--- config.mk ---
export PLATFORM = sky130hd
export DESIGN_NAME = led_shift_ctrl
export DESIGN_NICKNAME = d
export VERILOG_FILES = /design/src/rtl/led_shift_ctrl.sv
export SDC_FILE = /design/constraint.sdc
export NUM_CORES = 1
export LEC_CHECK = 0
export CAP_MARGIN = 20
export CORE_MARGIN = 2
export CORE_UTILIZATION = 56
export DETAILED_ROUTE_END_ITERATION = 7
export HOLD_SLACK_MARGIN = 0.05
export MAX_ROUTING_LAYER = met4
export PLACE_DENSITY = 0.87
export SETUP_SLACK_MARGIN = 0.1
export SYNTH_ARGS = -nofsm -noshare
export SYNTH_HDL_FRONTEND = slang
export SYNTH_SLANG_ARGS = --single-unit
--- constraint.sdc ---
create_clock -name Clk -period 3.1 [get_ports Clk]
set_input_delay 0.775 -clock Clk [delete_from_list [all_inputs] [get_ports Clk]]
set_output_delay 0.775 -clock Clk [all_outputs]
set_load 0.005 [all_outputs]
--- src/rtl/led_shift_ctrl.sv ---
// Serial shift controller for STP16-style LED drivers.
// Handles word transfer, SDO readback capture and PWM blanking.
module led_shift_ctrl #(
    parameter int C_N     = 16,
    parameter int C_DIV   = 2,
    parameter int C_PWM_W = 4
) (
    input  logic               Clk,
    input  logic               Rst,
    input  logic [C_N-1:0]     Data_In,
    input  logic               Data_Valid,
    output logic               Data_Ready,
    input  logic [C_PWM_W-1:0] Bright,
    output logic               LED_Clk,
    output logic               LED_SDI,
    output logic               LED_LE,
    output logic               LED_OE,
    input  logic               LED_SDO,
    output logic [C_N-1:0]     Readback,
    output logic               Busy,
    output logic               Done
);

    localparam int PW = (C_DIV > 1) ? $clog2(C_DIV) : 1;
    localparam int BW = (C_N > 1) ? $clog2(C_N) : 1;
    localparam logic [PW-1:0] PH_LAST = PW'(C_DIV - 1);
    localparam logic [BW-1:0] BIT_LAST = BW'(C_N - 1);

    typedef enum logic [1:0] {
        IDLE,
        SHIFT_LO,
        SHIFT_HI,
        LATCH
    } state_t;

    state_t state, state_nx;

    logic [PW-1:0]      phase;
    logic [BW-1:0]      bitc;
    logic [C_N-1:0]     sreg;
    logic [C_N-1:0]     cap;
    logic [C_N-1:0]     rb;
    logic               done_q;
    logic [C_PWM_W-1:0] pwm_cnt;
    logic [C_PWM_W-1:0] shadow;
    logic               ph_last;
    logic               bit_last;

    assign ph_last  = (phase == PH_LAST);
    assign bit_last = (bitc == BIT_LAST);

    always_ff @(posedge Clk) begin
        if (Rst) begin
            state <= IDLE;
        end else begin
            state <= state_nx;
        end
    end

    always_comb begin
        state_nx   = state;
        LED_Clk    = 1'b0;
        LED_LE     = 1'b0;
        Busy       = 1'b1;
        Data_Ready = 1'b0;
        unique case (state)
            IDLE: begin
                Busy       = 1'b0;
                Data_Ready = ~Rst;
                if (Data_Valid) state_nx = SHIFT_LO;
            end
            SHIFT_LO: begin
                if (ph_last) state_nx = SHIFT_HI;
            end
            SHIFT_HI: begin
                LED_Clk = 1'b1;
                if (ph_last) state_nx = bit_last ? LATCH : SHIFT_LO;
            end
            LATCH: begin
                LED_LE = 1'b1;
                if (ph_last) state_nx = IDLE;
            end
            default: state_nx = IDLE;
        endcase
    end

    always_ff @(posedge Clk) begin
        if (Rst) begin
            phase  <= '0;
            bitc   <= '0;
            sreg   <= '0;
            cap    <= '0;
            rb     <= '0;
            done_q <= 1'b0;
        end else begin
            done_q <= (state == LATCH) && ph_last;
            if (state == IDLE || ph_last) begin
                phase <= '0;
            end else begin
                phase <= phase + 1'b1;
            end
            if (state == IDLE && Data_Valid) begin
                sreg <= Data_In;
                bitc <= '0;
            end
            // Old driver MSB is stable right before the clock rises
            if (state == SHIFT_LO && ph_last) begin
                cap <= {cap[C_N-2:0], LED_SDO};
            end
            if (state == SHIFT_HI && ph_last) begin
                sreg <= {sreg[C_N-2:0], 1'b0};
                bitc <= bitc + 1'b1;
            end
            if (state == LATCH && ph_last) begin
                rb <= cap;
            end
        end
    end

    always_ff @(posedge Clk) begin
        if (Rst) begin
            pwm_cnt <= '0;
            shadow  <= '0;
        end else begin
            pwm_cnt <= pwm_cnt + 1'b1;
            if (pwm_cnt == '0) shadow <= Bright;
        end
    end

    assign LED_OE   = ~(pwm_cnt < shadow);
    assign LED_SDI  = sreg[C_N-1];
    assign Readback = rb;
    assign Done     = done_q;

endmodule

==> results.sh <==
export IMPL_run_status="finished clean"
export IMPL_maxCapViolations=0
export IMPL_critical_path_cell_chain="ha_1, a21boi_0, o21ai_0, a21oi_1, clkdlybuf4s50_1"
export IMPL_via_count=2187
export IMPL_chipHeight_um=73.0
export IMPL_worst_slew_pin_slew_ns=0.783
export IMPL_post_route_period_util=0.865
export IMPL_ys_async_sr_fraction=0
export IMPL_cp_num_cells=5
export IMPL_standard_cell_with_the_maximum_stage_delay_on_the_critical_path="clkdlybuf4s50_1"
export IMPL_top_level_ports=47
export IMPL_setup_repair_after_global_routing_missed_its_margin="false"
export IMPL_grt_pass1_wl_mm=9.05
export IMPL_worst_hold_path_type="flip-flop to flip-flop"
export IMPL_critPathTopFamily="buffers and inverters"
export IMPL_maximum_single_stage_delay_on_the_critical_path_ns=0.52
export IMPL_post_cts_resized_instances=0
export IMPL_antenna_cells=0
export IMPL_yosys_top_cells_area="dfxtp_1 48%, nand2_1 12%, a21oi_1 9.2%"
export IMPL_synth_lib_cells_used_distinct=40
export IMPL_path_clk_slew_ns=0.07
export IMPL_total_global_routing_overflow=0
export IMPL_synth_most_common_cell="nand2_1"
export IMPL_crit_path_end_kind="output pin"
export IMPL_edff_count_synth=0
export IMPL_wl_per_cell_um=13.0
export IMPL_final_min_clock_period_ns=2.68
export IMPL_critPathKind="flip-flop to output pin"
export IMPL_syn2layout_area_growth_pct=23.1
export IMPL_crit_arrival_ns=1.91
export IMPL_syn_nets=348
export IMPL_post_cts_buffers=0
export IMPL_timing_slew_headroom=0.478
export IMPL_cts_htree_levels=3
export IMPL_crit_fanout=4
export IMPL_mappedNetlistArea_sq_um=2670
export IMPL_grt_use_met2=0.350
export IMPL_synth_commonest_cells="83 x nand2_1, 64 x dfxtp_1, 49 x a21oi_1"
export IMPL_peak_ir_drop_on_the_vdd_network_uv=425
export IMPL_netlist_instances=318
export IMPL_max_clock_path_buffers=2
export IMPL_vias_in_the_first_global_route=1995
export IMPL_power_density_nw_per_um2=563
export IMPL_gp_routability_congestion=0.741
export IMPL_final_setup_skew_ns=0.00440
export IMPL_global_route_usage_met3=0.0608
export IMPL_route_final_wire_length_mm=5.37
export IMPL_finalHoldViolations=0
export IMPL_dieArea_sq_um=5330
export IMPL_cts_sinks=64
export IMPL_cp_required_ns=2.32
export IMPL_detail_route_antenna_nets=0
export IMPL_initial_utilization=0.572
export IMPL_cts_tree="yes"
export IMPL_finalSetupTns_ns=0
export IMPL_globalRouteTotalUtil=0.227
export IMPL_gr_usage_met1=0.273
export IMPL_clk_latency_ns=0.34
export IMPL_fp_coreArea_sq_um=4660
export IMPL_design_final_nets=385
export IMPL_synth_seq_area_share=0.481
export IMPL_post_route_cells_drive_above_1_share=0.114
export IMPL_floorplan_rows=25
export IMPL_crit_buf_inv=1
export IMPL_postSynthAreaPerCell_sq_um=8.38
export IMPL_ys_ff_latch=64
export IMPL_drt_iter0_markers=94
export IMPL_maximum_number_of_pins_on_one_net_before_global_route_repair=65
export IMPL_hold_buffers=0
export IMPL_io_buffer_count=46
export IMPL_ctsRootBufferMaster="clkbuf_8"
export IMPL_timing_final_setup_violations=0
export IMPL_tritoncts_num_buffers=9
export IMPL_worstRegToRegCells=4
export IMPL_worst_hold_path_num_cells=2
export IMPL_achievable_frequency_mhz=373
export IMPL_grt_antenna_before_repair=0
export IMPL_worstSetupStartpointType="flip-flop"
export IMPL_synth_top_area_share=0.481
export IMPL_synth_main_ff_cell="dfxtp_1"
export IMPL_detailed_routing_iteration_count_for_the_pre_antenna_repair_pass=5
export IMPL_drc=0
export IMPL_hpwlAfterDp_mm=3.33
export IMPL_postLayoutCoreUtil=0.704
export IMPL_power_leakage_uw=0.00122
export IMPL_final_max_slew_viol_count=0
export IMPL_grt_most_used_layer="met2"
export IMPL_via_density_per_instance=5.28
export IMPL_synth_warning_count=0
export IMPL_netlist_top_cell_by_area="dfxtp_1"
export IMPL_die_width_um=73.0
sequential cells by signal, summed over array words and instances (netlist names):
| signal | count |
|---|---|
| Readback | 16 |
| pwm_cnt | 4 |
| ph_last | 1 |
| state | 2 |
| sreg | 16 |
| bitc | 4 |
| Done | 1 |
| shadow | 4 |
| cap | 16 |
worst register-to-register path: stages (launching register included):
cell	delay, ns
dfxtp_1	0.43
and2b_1	0.26
and2_1	0.64
a21oi_1	0.17
a211oi_1	0.27
path summary, 6_finish.rpt:
| kind | slack [ns] | start | end |
|---|---|---|---|
| worst max-delay path | 0.42 | pwm_cnt[1] | LED_OE |
| worst min-delay path | 0.45 | Readback[10] | Readback[10] |
| worst max register to register | 1.25 | state[0] | sreg[4] |
| worst min register to register | 0.45 | Readback[10] | Readback[10] |
area by class of cell:
cell class / instances / area, sq um
clock buffer: 10 / 138
clock inverter: 6 / 82.6
fill: 368 / 1380
inverter: 6 / 22.5
multi-input combinational: 226 / 1220
sequential: 64 / 1280
tap: 54 / 67.6
timing repair buffer: 48 / 470
cell usage in the layout, fill, tap and decap left out, types with 2 or more instances in the layout:
master,Yosys,final
nand2_1,83,83
dfxtp_1,64,64
a21oi_1,49,49
clkdlybuf4s50_1,0,45
nor2_1,33,33
clkbuf_8,0,10
a21oi_2,7,7
a211oi_2,7,7
a211oi_1,7,7
inv_1,6,6
ha_1,6,6
nor3_1,3,3
nand3_1,3,3
clkinv_2,0,3
and2_1,2,2
nor2b_1,2,2
a32oi_1,2,2
or2_2,2,2
mux2i_1,2,2
bufinv_16,0,2
buf_4,5,2
power breakdown:
part	internal (uW)	switching [uW]	total (uW)
registers	853	25.2	878
logic	88.8	89.7	179
clock network	470	322	792
total	1410	437	1850
per-layer routing:
layer	part of all wire	vias to the layer above
li1	-	1126
met1	0.45	998
met2	0.48	51
met3	0.049	12
met4	0.024	0
met5	0	-
per-stage QoR:
step / area (sq um) / cells / power [uW] / hold WS [ns] / setup WS (ns)
2_1_floorplan: 2670 / 318 / 1010 / 0.430 / 0.900
3_3_place_gp: 3060 / 398 / 1070 / 0.444 / 0.761
3_5_place_dp: 3060 / 398 / 1070 / 0.448 / 0.686
4_1_cts: 3280 / 414 / 1860 / 0.455 / 0.398
5_1_grt: 3280 / 414 / 1910 / 0.475 / 0.328
6_report: 3280 / 414 / 1850 / 0.453 / 0.419
logic make-up after synthesis:
family	count (synthesis)	synth area share
buf+inv	28	0.0620
mux	2	0.00751
compound gates	78	0.194
xor+xnor	2	0.00657
fa+ha+maj	6	0.0282
simple gates	138	0.221
flops	64	0.481
Power figures use the tool's default switching activity.
